$ cat config.mk
export PLATFORM = sky130hd
export DESIGN_NAME = uart_digest_tx_flat
export DESIGN_NICKNAME = d
export VERILOG_FILES = /design/src/rtl/uart_digest_tx_if.sv /design/src/rtl/uart_digest_tx.sv /design/src/flat_wrapper.sv
export SDC_FILE = /design/constraint.sdc
export NUM_CORES = 1
export LEC_CHECK = 0
export BUFFER_PORTS_ARGS = -buffer_cell sky130_fd_sc_hd__buf_2
export CORE_UTILIZATION = 34
export CTS_BUF_LIST = sky130_fd_sc_hd__clkbuf_2 sky130_fd_sc_hd__clkbuf_4 sky130_fd_sc_hd__clkbuf_8
export DETAILED_ROUTE_END_ITERATION = 8
export GPL_TIMING_DRIVEN = 0
export SYNTH_ARGS = -nofsm -noshare
export SYNTH_HDL_FRONTEND = slang
export SYNTH_SLANG_ARGS = --single-unit
$ cat constraint.sdc
create_clock -name clk -period 1.7 [get_ports clk]
set_input_delay 0.17 -clock clk [delete_from_list [all_inputs] [get_ports clk]]
set_output_delay 0.17 -clock clk [all_outputs]
set_load 0.01 [all_outputs]
$ cat src/rtl/uart_digest_tx_if.sv
// Digest handoff from the hash core to the UART transmitter.
// The handshake completes on any rising edge where valid and ready are both high.
interface uart_digest_tx_if #(
    parameter int NUM_BYTES = 32
);
    logic [8*NUM_BYTES-1:0] digest_in;
    logic                   digest_valid;
    logic                   digest_ready;

    modport master (
        output digest_in,
        output digest_valid,
        input  digest_ready
    );

    modport slave (
        input  digest_in,
        input  digest_valid,
        output digest_ready
    );
endinterface

$ cat src/rtl/uart_digest_tx.sv
// Sends a latched digest as NUM_BYTES back-to-back 8N1 UART frames, MSB byte first.
//
// state | meaning
// IDLE  | line high, ready for a digest
// START | start bit (line low)
// DATA  | 8 data bits of the current byte, LSB first
// STOP  | stop bit (line high); then the next byte or IDLE
module uart_digest_tx #(
    parameter int CLKS_PER_BIT = 434,
    parameter int NUM_BYTES    = 32
) (
    input  logic             clk,
    input  logic             rst,
    uart_digest_tx_if.slave  dig,
    output logic             uart_tx,
    output logic             busy,
    output logic             done
);
    localparam int BAUD_W = $clog2(CLKS_PER_BIT);
    localparam int BYTE_W = $clog2(NUM_BYTES) + 1;
    localparam int DW     = 8 * NUM_BYTES;

    typedef enum logic [1:0] {IDLE, START, DATA, STOP} state_t;

    state_t            state;
    logic [BAUD_W-1:0] baud_cnt;
    logic [2:0]        bit_cnt;
    logic [BYTE_W-1:0] byte_cnt;
    logic [DW-1:0]     shreg;
    logic              ready_q;
    logic [7:0]        cur_byte;
    logic              baud_wrap;

    assign cur_byte         = shreg[DW-1 -: 8];
    assign baud_wrap        = (baud_cnt == BAUD_W'(CLKS_PER_BIT - 1));
    assign dig.digest_ready = ready_q;

    always_ff @(posedge clk) begin
        if (rst) begin
            state    <= IDLE;
            baud_cnt <= '0;
            bit_cnt  <= '0;
            byte_cnt <= '0;
            shreg    <= '0;
            ready_q  <= 1'b1;
            uart_tx  <= 1'b1;
            busy     <= 1'b0;
            done     <= 1'b0;
        end else begin
            done <= 1'b0;
            if (state != IDLE) begin
                baud_cnt <= baud_wrap ? '0 : baud_cnt + 1'b1;
            end
            case (state)
                IDLE: begin
                    if (dig.digest_valid && ready_q) begin
                        shreg    <= dig.digest_in;
                        byte_cnt <= '0;
                        bit_cnt  <= '0;
                        baud_cnt <= '0;
                        uart_tx  <= 1'b0;
                        ready_q  <= 1'b0;
                        busy     <= 1'b1;
                        state    <= START;
                    end
                end
                START: begin
                    if (baud_wrap) begin
                        bit_cnt <= '0;
                        uart_tx <= cur_byte[0];
                        state   <= DATA;
                    end
                end
                DATA: begin
                    if (baud_wrap) begin
                        if (bit_cnt == 3'd7) begin
                            uart_tx <= 1'b1;
                            state   <= STOP;
                        end else begin
                            bit_cnt <= bit_cnt + 3'd1;
                            uart_tx <= cur_byte[bit_cnt + 3'd1];
                        end
                    end
                end
                STOP: begin
                    if (baud_wrap) begin
                        if (byte_cnt == BYTE_W'(NUM_BYTES - 1)) begin
                            done    <= 1'b1;
                            ready_q <= 1'b1;
                            busy    <= 1'b0;
                            state   <= IDLE;
                        end else begin
                            // next start bit follows the stop bit with no idle gap
                            byte_cnt <= byte_cnt + 1'b1;
                            shreg    <= shreg << 8;
                            uart_tx  <= 1'b0;
                            state    <= START;
                        end
                    end
                end
                default: state <= IDLE;
            endcase
        end
    end
endmodule

$ cat src/flat_wrapper.sv
// flat-port wrapper written by rule: the top's interface ports become plain ports
module uart_digest_tx_flat 
#(
    parameter int CLKS_PER_BIT = 434,
    parameter int NUM_BYTES    = 32
)
  (clk, rst, uart_tx, busy, done, dig_digest_in, dig_digest_valid, dig_digest_ready);
  uart_digest_tx_if #(.NUM_BYTES(NUM_BYTES)) dig_i ();
  input  logic clk;
  input  logic rst;
  output logic uart_tx;
  output logic busy;
  output logic done;
  input wire logic [$bits(dig_i.digest_in)-1:0] dig_digest_in;
  input wire logic [$bits(dig_i.digest_valid)-1:0] dig_digest_valid;
  output wire logic [$bits(dig_i.digest_ready)-1:0] dig_digest_ready;
  assign dig_i.digest_in = dig_digest_in;
  assign dig_i.digest_valid = dig_digest_valid;
  assign dig_digest_ready = dig_i.digest_ready;
  uart_digest_tx #(.CLKS_PER_BIT(CLKS_PER_BIT), .NUM_BYTES(NUM_BYTES)) u_core (.clk(clk), .rst(rst), .dig(dig_i), .uart_tx(uart_tx), .busy(busy), .done(done));
endmodule
* Yosys cells after proc, flatten, opt, wreduce, memory -nomap -nowiden
Index checks and enable logic that the tools add are counted.
** Storage, ports and cells
- Flip-flop bits (word level) :: 280
- Input port bits :: 259
- Output and inout bits :: 4
- Logic and storage cells :: 81
** Cells by class
- Add/sub/neg operators :: 3
- Order comparisons :: 1
- Equality and inequality tests :: 14
- Muxes and demuxes :: 41
- Bitwise gates (word level) :: 2
- Reduce and logical (&&, ||, !) cells :: 11
** Operators by type and width (count)
- 256-bit two-way mux :: 3
- 256-bit case mux with 2 select lines :: 1
- 9-bit two-way mux :: 4
- 6-bit two-way mux :: 3
- 5-bit AND reduction :: 3
- 1-bit two-way mux :: 14
- 3-bit two-way mux :: 4
- 2-bit by 1-bit != test with 1-bit output (second input constant) :: 6
- 6-bit case mux with 2 select lines :: 1
- 2-bit two-way mux :: 5
- 9-bit by 1-bit adder with 9-bit output (second input constant) :: 1
- 9-bit == test (second input constant) :: 1
- 3-bit case mux with 3 select lines :: 1
- 2-bit case mux with 4 select lines :: 1
- 4-bit AND reduction :: 2
- 6-bit by 1-bit adder with 6-bit output (second input constant) :: 1
- 6-bit by 5-bit == test with 1-bit output (second input constant) :: 1
- 2-bit == test (second input constant) :: 2
- 3-bit by 4-bit less-than comparator with 1-bit output (second input constant) :: 1
- 2-bit != test (second input constant) :: 2
- 1-bit case mux with 2 select lines :: 2
- 1-bit case mux with 4 select lines :: 1
- 2-bit nonzero test :: 2
- 3-bit by 1-bit adder with 3-bit output (second input constant) :: 1
- 8 further kinds :: 9

* Depth between registers and ports, before layout
Gate-level depths: netlist of run 1.
- Depth in word-level cells :: 6
- Depth in mapped cells :: 9
- Mapped depth without buffers :: 7

* Worst setup path before layout of run 1
No wires, ideal clock.
- Kind :: reg2reg
- Start :: register u_core.byte_cnt[0]
- End :: register u_core.shreg[10]
- Setup time :: 86 ps
- Arrival time :: 1778 ps
- Data required time :: 1614 ps
- Path slack :: -164 ps
- Cell stages (with the launch flop) :: 9
- Buffers on the path :: 3
- Clock period less this slack :: 1864 ps
- Path through :: dfxtp_1 -> ha_1 -> nand4_1 -> o211ai_2 -> a21oi_2 -> buf_4 -> buf_4 -> buf_4 -> a211oi_1
** Between the ends
- Longest elaborated chain between the ends :: 3
** Ends and longest elaborated chain
- start, declared :: line uart_digest_tx.sv:28 : logic [BYTE_W-1:0] byte_cnt;
- start signal, assigned :: line uart_digest_tx.sv:94 : byte_cnt <= byte_cnt + 1'b1;
- 6-bit by 5-bit == test with 1-bit output :: line uart_digest_tx.sv:87 : if (byte_cnt == BYTE_W'(NUM_BYTES - 1)) begin
- 2-bit != test (no line)
- 4-bit AND reduction (no line)
- end signal, assigned :: line uart_digest_tx.sv:57 : shreg <= dig.digest_in;
- end signal, assigned :: line uart_digest_tx.sv:95 : shreg <= shreg << 8;
- end, declared :: line uart_digest_tx.sv:29 : logic [DW-1:0] shreg;
No other way between the ends.
A chain may end at the register's enable or synchronous reset.

* Worst setup path in the final report of run 1
- Start :: register u_core.baud_cnt[3]
- End :: register u_core.shreg[249]
** Between the ends
- Longest elaborated chain between the ends :: 3
** Ends and longest elaborated chain
- start, declared :: line uart_digest_tx.sv:26 : logic [BAUD_W-1:0] baud_cnt;
- start signal, assigned :: line uart_digest_tx.sv:52 : baud_cnt <= baud_wrap ? '0 : baud_cnt + 1'b1;
- 9-bit == test :: line uart_digest_tx.sv:35 : assign baud_wrap = (baud_cnt == BAUD_W'(CLKS_PER_BIT - 1));
- 2-bit by 1-bit != test with 1-bit output (no line)
- 4-bit AND reduction (no line)
No other way between the ends.

==> run_results.csv, run 1 <==
group,metric,value,unit
run_status,status,"finished with violations",
run_status,violations,"setup timing",
sta,relSlewSlack,50.2,%
die,die-area,0.0376,mm^2
sta,finalSetupViolations,270,
logic_synthesis,ys_ff_latch,280,
logic_synthesis,synthesis.instances,1298,
critical_path,end_kind,"flip-flop",
detailed_routing,drtIter0Drc,402,
die,dieHeight,194,um
sta,fin_crit_sh,116,%
final_layout,layout-drive-gt1-share,40.8,%
critical_path,crit_fanout,10,
logic_synthesis,synth_top_area_share,44.7,%
detailed_routing,antenna_left,0,
power_and_ir_drop,p_clk_share,21.7,%
detailed_routing,drtPass1Iterations,5,
final_layout,design_area,0.0205,mm^2
critical_path,arrival,2.49,ns
global_routing,grt_max_degree,14,
logic_synthesis,synth_nets,1566,
critical_path,crit_required,2.22,ns
detailed_routing,wire_per_inst,17.9,um
global_routing,use_met1,26.5,%
logic_synthesis,synth-main-ff-cell,"dfxtp_1",
clock_network,path_clk_slew,0.06,ns
clock_network,clock_path_buffers,3,
die,row_count,69,
sta,min_period,1.97,ns
logic_synthesis,synth_top_cell_by_area,"dfxtp_1",
placement,postPlaceCellArea,0.0147,mm^2
sta,finalHoldViolCount,0,
clock_network,cts_num_sinks,280,
sta,max_freq,0.508,GHz
critical_path,crit_type,"reg -> reg",
final_layout,nFillCells,2963,
power_and_ir_drop,p_int,0.0185,W
final_layout,fin_cells,2396,
power_and_ir_drop,switching_share,36.7,%
clock_network,cts_tree,"done",
sta,setup_slack,-0.268,ns
global_routing,grt_pass1_vias,12600,
die,start_util,34.9,%
logic_synthesis,synth_edf_count,0,
clock_network,ctsHtreeMaxLevel,2,
sta,final.setup_skew,0.0464,ns
die,num_io_pins,263,
sta,rsz0062_at_grt,"yes",
sta,worst_pin_slew,0.747,ns
logic_synthesis,yosysWarnings,0,
sta,tns,-46.75,ns
logic_synthesis,ys_seq_area_share,44.7,%
global_routing,antenna_found_initial,0,
die,core_area,0.0359,mm^2
clock_network,cts_made_buffers,50,
global_routing,globalRouteMet2Util,36.4,%
detailed_routing,routed_wl,42800,um
clock_network,clock_latency,0.62,ns
global_routing,top_usage_layer,"met2",
final_layout,diodes,0,
min_path,hp-class,"in -> reg",
global_routing,track_usage,21.3,%
critical_path,critPathLaunchType,"flip-flop",
power_and_ir_drop,powerDensity,1430,mW/mm^2
detailed_routing,drc_errors,0,
power_and_ir_drop,ir_drop,0.708,mV
die,die_x,194,um
placement,port-buffer-count,261,
logic_synthesis,yosysUniqueCellTypes,50,
clock_network,cts_root_buffer,"clkbuf_8",
logic_synthesis,synthTopCellsByArea,"dfxtp_1, mux2i_1, a211oi_1, nor2_1, buf_4",
detailed_routing,vias,12300,
power_and_ir_drop,p_seq_share,35.0,%
final_layout,area_growth,63.5,%
job,drv_cap,0,
detailed_routing,viasPerCell,5.13,
global_routing,grt_pass1_wl,64900,um
logic_synthesis,synthArstFlopShare,0,%
global_routing,grt_use_met3,4.71,%
final_layout,fin_nets,2177,
power_and_ir_drop,power,0.0293,W
power_and_ir_drop,p_leak,7.47,nW
sta,final_max_slew_viol_count,0,
logic_synthesis,syn-cell-area,0.0125,mm^2
placement,place_ws,-0.587,ns
placement,globalplace.congestion,0.815,
placement,dp.cells,2020,
power_and_ir_drop,power.switching,0.0108,W
global_routing,grt_overflow,0,
power_and_ir_drop,combPwrFrac,43.3,%
logic_synthesis,syn_area_per_cell,9.65,um^2
placement,dpl.hpwl,25700,um
==> cell usage after synthesis (all sizes together) (2+ instances only) <==
| master | number |
|---|---|
| nor3b | 2 |
| a311oi | 2 |
| mux2i | 251 |
| o22ai | 3 |
| nand3 | 9 |
| a22oi | 9 |
| a21o | 3 |
| ha | 9 |
| buf | 62 |
| a31o | 2 |
| clkbuf | 55 |
| nor2b | 2 |
| dfxtp | 280 |
| a211oi | 252 |
| o21ai | 9 |
| a21oi | 15 |
| nor3 | 4 |
| nor2 | 275 |
| nand4 | 5 |
| and2 | 2 |
| or3 | 3 |
| inv | 9 |
| o211ai | 2 |
| nand2 | 13 |
==> critical path, cell delays in order (launching register included) <==
cell and delay, ns:
dfxtp_4 0.35, nor4b_4 0.36, o211ai_4 0.14, a21oi_4 0.15, buf_6 0.16, buf_12 0.11
buf_16 0.15, buf_12 0.14, nor2_1 0.05, a211oi_1 0.24
==> cell usage in the layout, fill, tap and decap left out, types with 3 or more instances in the layout <==
master / Yosys / layout
a22oi_2: 0 / 5
nor2_1: 274 / 209
clkbuf_1: 55 / 30
a211oi_1: 252 / 46
a211oi_4: 0 / 3
clkinvlp_4: 0 / 4
clkbuf_2: 0 / 9
nor2_2: 0 / 51
nand3_1: 9 / 7
nand4_1: 5 / 5
a22oi_1: 9 / 4
buf_8: 0 / 11
inv_2: 0 / 3
inv_1: 9 / 5
clkbuf_16: 0 / 7
buf_6: 1 / 22
buf_4: 49 / 35
o21ai_0: 9 / 6
nor3_1: 4 / 4
clkbuf_4: 0 / 21
buf_12: 0 / 20
a21oi_1: 14 / 13
nor2_4: 1 / 15
or3_1: 3 / 3
buf_2: 9 / 269
mux2i_1: 251 / 250
dlygate4sd3_1: 0 / 257
ha_4: 0 / 5
dfxtp_1: 280 / 268
clkbuf_8: 0 / 61
buf_16: 0 / 4
a211oi_2: 0 / 203
nand2_1: 13 / 12
dfxtp_2: 0 / 4
dfxtp_4: 0 / 8
o21ai_1: 0 / 3
==> logic make-up after synthesis <==
logic type	Yosys count	share of synthesized area, %
adders and majority gates	9	0.899
AOI/OAI and AO/OA	306	18.0
xor gates and xnor gates	1	0.0699
and+or+nand+nor	323	10.6
muxes	253	20.3
DFF	280	44.7
buffers and inverters	126	5.39
==> sequential cells by signal, indices dropped and copies added (netlist names) <==
register	flops
u_core.baud_cnt	9
u_core.bit_cnt	3
u_core.busy	1
u_core.byte_cnt	6
u_core.dig.digest_ready	1
u_core.done	1
u_core.shreg	256
u_core.state	2
u_core.uart_tx	1
==> cell type report <==
cell class              instances  area, um^2  share of cell area, %
multi-input cells             892        7730                   37.7
flip-flops and latches        280        5640                   27.5
repair buffers                559        4410                   21.5
plain buffers                 117        1120                   5.48
clock buffers                  71         908                   4.43
well taps                     461         577                   2.81
clock inverters                 7        73.8                  0.360
inverters                       9        36.3                  0.177
==> through the flow <==
step	hold WS, ns	utilization, %
after global routing	0.223	57.1
after CTS	0.196	53.0
after floorplan	0.318	-
after global placement	0.410	40.8
after detailed placement	0.412	40.8
final	0.241	57.1
==> path summary, 6_finish.rpt <==
check	startpoint	end	slack, ns	cells after the start
max	u_core.baud_cnt[3]	u_core.shreg[249]	-0.27	9
min	rst	u_core.byte_cnt[2]	0.24	3
max reg2reg	u_core.baud_cnt[3]	u_core.shreg[249]	-0.27	9
min reg2reg	u_core.bit_cnt[1]	u_core.bit_cnt[1]	0.48	2
==> layer usage <==
metal  vias to the layer above  part of all wire (%)
li1                       5949                     -
met4                         0                   2.0
met3                        70                   4.8
met1                      5945                    44
met5                         -                     0
met2                       332                    49
==> what timing repair did <==
action / in CTS / in global routing
pin swaps: 33 / 38
hold buffers: 257 / 0
gates resized for setup: 146 / 299
hold endpoints to repair: 258 / 0
cloned: 3 / 7
buffers inserted: 21 / 12
setup endpoints to repair: 274 / 274
==> power groups by stage <==
stage | Sequential (W) | Clock [W] | Combinational [W]
after global placement | 0.0101 | 0 | 0.00804
after global routing | 0.0105 | 0.00685 | 0.0137
after detailed placement | 0.0102 | 0 | 0.00818
after CTS | 0.0101 | 0.00655 | 0.0100
after floorplan | 0.00974 | 0 | 0.00634
final | 0.0103 | 0.00637 | 0.0127
Power figures use the tool's default switching activity.
==> inputs of run 2 (changes only) <==
Settings changed: BUFFER_PORTS_ARGS -buffer_cell sky130_fd_sc_hd__buf_2 to -buffer_cell sky130_fd_sc_hd__buf_4, CAP_MARGIN set to 20, HOLD_SLACK_MARGIN set to 0.06.
==> run 2 against run 1 <==
Net effect:
- final area grew 3.4%
- sequential power about the same
- clock-buffer cell count increased by 9
- non-clock buffer count rose by 10
- register-to-register slack barely moved
- the flow still finishes with violations (setup timing)
- sequential cell count unchanged
- critical path depth is 1 higher
- via count increased by 0.19%
- largest cell class unchanged
- critical endpoint is now u_core.shreg[197]
==> run_results.csv, run 2 (synthesized netlist as in run 1, its figures left out) <==
group,metric,value,unit
clock_network,cts_tree,"done",
final_layout,final_cell_mix,"buf_4, dfxtp_1, nor2_1, dlygate4sd3_1, mux2i_1",
die,num_io_pins,263,
critical_path,crit_fanout,8,
sta,finalSetupViolations,267,
final_layout,regMostFlops,"u_core.shreg",
min_path,hp-class,"in -> reg",
clock_network,ctsHtreeMaxLevel,2,
clock_network,cts_made_buffers,50,
die,dieHeight,194,um
run_status,status,"finished with violations",
global_routing,grt_pass1_vias,12500,
final_layout,fin_cells,2419,
final_layout,largest_register_ffs,256,
final_layout,fin_nets,2187,
clock_network,path_clk_slew,0.06,ns
placement,globalplace.congestion,0.833,
job,drv_cap,0,
run_status,violations,"setup timing",
critical_path,crit_required,2.15,ns
critical_path,arrival,2.41,ns
die,core_area,0.0359,mm^2
critical_path,critPathLaunchType,"flip-flop",
detailed_routing,wire_per_inst,18.0,um
placement,dpl.hpwl,26000,um
global_routing,grt_overflow,0,
critical_path,crit_path_cell_trace,"ha_4, buf_6, inv_2, o21a_4, a21oi_4, buf_6, buf_12, clkbuf_16, clkbuf_16, a211oi_2",
sta,max_freq,0.509,GHz
sta,min_period,1.97,ns
detailed_routing,drtIter0Drc,538,
clock_network,cts_root_buffer,"clkbuf_8",
sta,worst_pin_slew,0.909,ns
power_and_ir_drop,powerDensity,1420,mW/mm^2
sta,setup_slack,-0.265,ns
sta,tns,-54.24,ns
power_and_ir_drop,ir_drop,0.634,mV
die,start_util,34.9,%
die,die_x,194,um
final_layout,mostFrequentLayoutCell,"buf_4",
global_routing,track_usage,20.9,%
die,row_count,69,
clock_network,clock_path_buffers,3,
power_and_ir_drop,power,0.0300,W
sta,relSlewSlack,39.4,%
critical_path,crit_type,"reg -> reg",
detailed_routing,drc_errors,0,
power_and_ir_drop,p_leak,7.84,nW
detailed_routing,drtPass1Iterations,5,
critical_path,critPathBufInv,6,
sta,finalHoldViolCount,0,
clock_network,cts_num_sinks,280,
placement,place_ws,-0.508,ns
sta,whs,0.241,ns
critical_path,max_stage_delay,0.38,ns
placement,dp.cells,2020,
critical_path,slowest_stage,"dfxtp_4",
sta,final.setup_skew,0.0251,ns
sta,final_max_slew_viol_count,0,
critical_path,end_kind,"flip-flop",
detailed_routing,viasPerCell,5.09,
global_routing,grt_max_degree,14,
final_layout,largestRegisters,"u_core.shreg (256), u_core.baud_cnt (9), u_core.byte_cnt (6)",
global_routing,grt_pass1_wl,64100,um
sta,rsz0062_at_grt,"yes",
global_routing,antenna_found_initial,0,
final_layout,area_growth,69.1,%
critical_path,crit_family,"buffers and inverters",
sta,fin_crit_sh,116,%
placement,port-buffer-count,261,
detailed_routing,vias,12300,
final_layout,layout-drive-gt1-share,35.4,%
final_layout,nFillCells,2926,
die,die-area,0.0376,mm^2
detailed_routing,antenna_left,0,
detailed_routing,routed_wl,43600,um
clock_network,clock_latency,0.59,ns
run 2: cell types whose count changed in the layout (fill, tap and decap cells not counted), moves of 14 or more:
cell / previous run / this run
a211oi_1: 46 / 108
a211oi_2: 203 / 143
buf_2: 269 / 3
buf_4: 35 / 287
buf_8: 11 / 26
clkbuf_16: 7 / 21
nor2_1: 209 / 257
nor2_2: 51 / 7
run 2: worst paths after layout:
path	slack, ns	from	end	cells past startpoint
worst min register to register	0.50	u_core.uart_tx	u_core.uart_tx	2
worst max register to register	-0.27	u_core.state[1]	u_core.shreg[197]	10
worst min-delay path	0.24	rst	u_core.byte_cnt[5]	3
worst max-delay path	-0.27	u_core.state[1]	u_core.shreg[197]	10
run 2: worst min-delay path: cells and delay by family:
family                 cells  cell delay, ns
buffers and inverters      1            0.34
and+or+nand+nor            1            0.23
AOI/OAI and AO/OA          1            0.04
run 2: power by group:
part           internal [W]  total (W)  switching [W]
Combinational       0.00682     0.0131        0.00628
Clock               0.00387    0.00676        0.00289
Sequential          0.00879     0.0102        0.00138
run 2: what timing repair did:
action / 4_1_cts / 5_1_grt
gates resized for setup: 145 / 191
gates cloned: 4 / 21
setup endpoints to repair: 274 / 273
buffers inserted: 13 / 13
hold buffers: 257 / 0
pin swaps: 6 / 45
hold endpoints to repair: 259 / 0
run 2: per-stage QoR:
stage | util, % | cell area (um^2)
after floorplan | - | 12800
after global placement | 42.7 | 15300
after detailed placement | 42.7 | 15300
after CTS | 54.9 | 19700
after global routing | 59.0 | 21200
final | 59.0 | 21200
run 2: routing by layer:
layer | global-route usage (%) | wire length, um | up-vias
li1 | - | - | 5994
met4 | 6.50 | 1030 | 0
met5 | 0 | 0 | -
met3 | 3.57 | 1990 | 82
met1 | 26.9 | 19600 | 5892
met2 | 35.3 | 21000 | 351
run 2: final cells by class:
cell class                 instances  area, um^2  area share, %
sequential                       280        5630           26.6
tap                              461         577           2.72
buffer                           117        1220           5.78
clock inverter                    10        87.6          0.413
multi-input combinational        892        7250           34.2
inverter                           9        33.8          0.159
timing repair buffer             569        5380           25.4
antenna                            1        2.50         0.0118
clock buffer                      80         995           4.70
==> inputs of run 3 (changes only) <==
Settings changed: RECOVER_POWER set to 50.
==> run 3 against run 2 <==
Net effect:
- the flow still finishes with violations (setup timing)
- final area about the same
- register-to-register slack about the same
- largest power group unchanged
- clock power about the same
- cell count unchanged
==> run_results.csv, run 3 (synthesized netlist as in run 1, its figures left out) <==
group,metric,value,unit
final_layout,final_cell_mix,"buf_4, dfxtp_1, nor2_1, dlygate4sd3_1, mux2i_1",
die,core_area,0.0359,mm^2
detailed_routing,routed_wl,43600,um
global_routing,grt_pass1_wl,64100,um
final_layout,fin_nets,2187,
die,row_count,69,
global_routing,grt_overflow,0,
placement,postPlaceCellArea,0.0153,mm^2
die,die-area,0.0376,mm^2
detailed_routing,drc_errors,0,
detailed_routing,vias,12300,
global_routing,track_usage,20.9,%
run_status,violations,"setup timing",
clock_network,cts_root_buffer,"clkbuf_8",
final_layout,design_area,0.0212,mm^2
min_path,hold_depth,3,
sta,setup_slack,-0.268,ns
global_routing,grt_max_degree,14,
critical_path,r2r_cells,10,
global_routing,grt_pass1_vias,12500,
sta,final_max_slew_viol_count,0,
min_path,hp-class,"in -> reg",
sta,max_freq,0.508,GHz
sta,fin_crit_sh,116,%
critical_path,end_kind,"flip-flop",
critical_path,arrival,2.42,ns
critical_path,crit_path_cell_trace,"ha_4, buf_6, inv_2, o21a_4, a21oi_4, buf_6, buf_12, clkbuf_16, clkbuf_16, a211oi_2",
job,drv_cap,0,
sta,worst_pin_slew,0.909,ns
placement,globalplace.congestion,0.833,
run_status,status,"finished with violations",
sta,min_period,1.97,ns
critical_path,crit_required,2.15,ns
critical_path,crit_type,"reg -> reg",
critical_path,critPathLaunchType,"flip-flop",
detailed_routing,viasPerCell,5.09,
power_and_ir_drop,powerDensity,1420,mW/mm^2
die,num_io_pins,263,
critical_path,crit_fanout,8,
critical_path,path_depth,10,
sta,relSlewSlack,39.4,%
detailed_routing,wire_per_inst,18.0,um
placement,port-buffer-count,261,
clock_network,path_clk_slew,0.06,ns
clock_network,ctsHtreeMaxLevel,2,
sta,finalSetupViolations,267,
detailed_routing,drtIter0Drc,539,
critical_path,critPathBufInv,6,
placement,dpl.hpwl,26000,um
final_layout,regMostFlops,"u_core.shreg",
clock_network,clock_latency,0.59,ns
detailed_routing,drtPass1Iterations,5,
clock_network,cts_num_sinks,280,
placement,place_ws,-0.508,ns
die,start_util,34.9,%
final_layout,largestRegisters,"u_core.shreg (256), u_core.baud_cnt (9), u_core.byte_cnt (6)",
die,die_x,194,um
sta,rsz0062_at_grt,"yes",
final_layout,layout-drive-gt1-share,35.2,%
sta,finalHoldViolCount,0,
critical_path,slowest_stage,"dfxtp_4",
clock_network,clock_path_buffers,3,
die,dieHeight,194,um
power_and_ir_drop,ir_drop,0.634,mV
global_routing,antenna_found_initial,0,
final_layout,mostFrequentLayoutCell,"buf_4",
sta,tns,-55.01,ns
clock_network,cts_tree,"done",
sta,final.setup_skew,0.0257,ns
detailed_routing,antenna_left,0,
power_and_ir_drop,p_leak,7.82,nW
critical_path,crit_family,"buffers and inverters",
power_and_ir_drop,power,0.0300,W
clock_network,cts_made_buffers,50,
final_layout,largest_register_ffs,256,
critical_path,max_stage_delay,0.38,ns
final_layout,area_growth,68.9,%
[run 3: metal layers]
metal  wire length [um]  GRT usage, %
met5                  0             0
met4               1030          6.50
met3               2010          3.57
met2              21000          35.3
met1              19500          26.9
[run 3: final cells by class]
cell class / instances / area (um^2)
Timing Repair Buffer: 569 / 5370
Clock buffer: 80 / 995
Tap cell: 461 / 577
Clock inverter: 10 / 87.6
Antenna cell: 1 / 2.50
Multi-Input combinational cell: 892 / 7250
Inverter: 9 / 33.8
Sequential cell: 280 / 5630
Fill cell: 2927 / 14700
Buffer: 117 / 1220
[run 3: power breakdown]
| group | total, W | switching [W] | internal, W |
|---|---|---|---|
| Clock | 0.00676 | 0.00289 | 0.00387 |
| Sequential | 0.0102 | 0.00138 | 0.00879 |
| Combinational | 0.0131 | 0.00628 | 0.00680 |
| Total | 0.0300 | 0.0105 | 0.0195 |
[run 3: repair_timing]
action,4_1_cts,5_1_grt
setup buffers,13,13
gates cloned,4,21
endpoints found under the setup margin,274,273
pin swaps,6,45
endpoints found under the hold margin,259,0
resized for setup,145,191
hold buffers,257,0
[run 3: through the flow]
step                      utilization [%]  hold slack [ns]  std cells
after global placement               42.7            0.408       2020
after global routing                 58.9            0.240       2418
after CTS                            54.9            0.206       2384
after detailed placement             42.7            0.418       2020
after floorplan                         -            0.318       1298
final                                58.9            0.240       2419
[run 3: path summary, 6_finish.rpt]
kind,startpoint,end,slack (ns)
min reg2reg,u_core.uart_tx,u_core.uart_tx,0.50
min,rst,u_core.byte_cnt[5],0.24
max,u_core.state[1],u_core.shreg[197],-0.27
max reg2reg,u_core.state[1],u_core.shreg[197],-0.27
[run 3: worst min-delay path, delay by kind of cell]
| family | cells | cell delay (ns) |
|---|---|---|
| AOI/OAI and AO/OA | 1 | 0.04 |
| buffers and inverters | 1 | 0.34 |
| and+or+nand+nor | 1 | 0.23 |
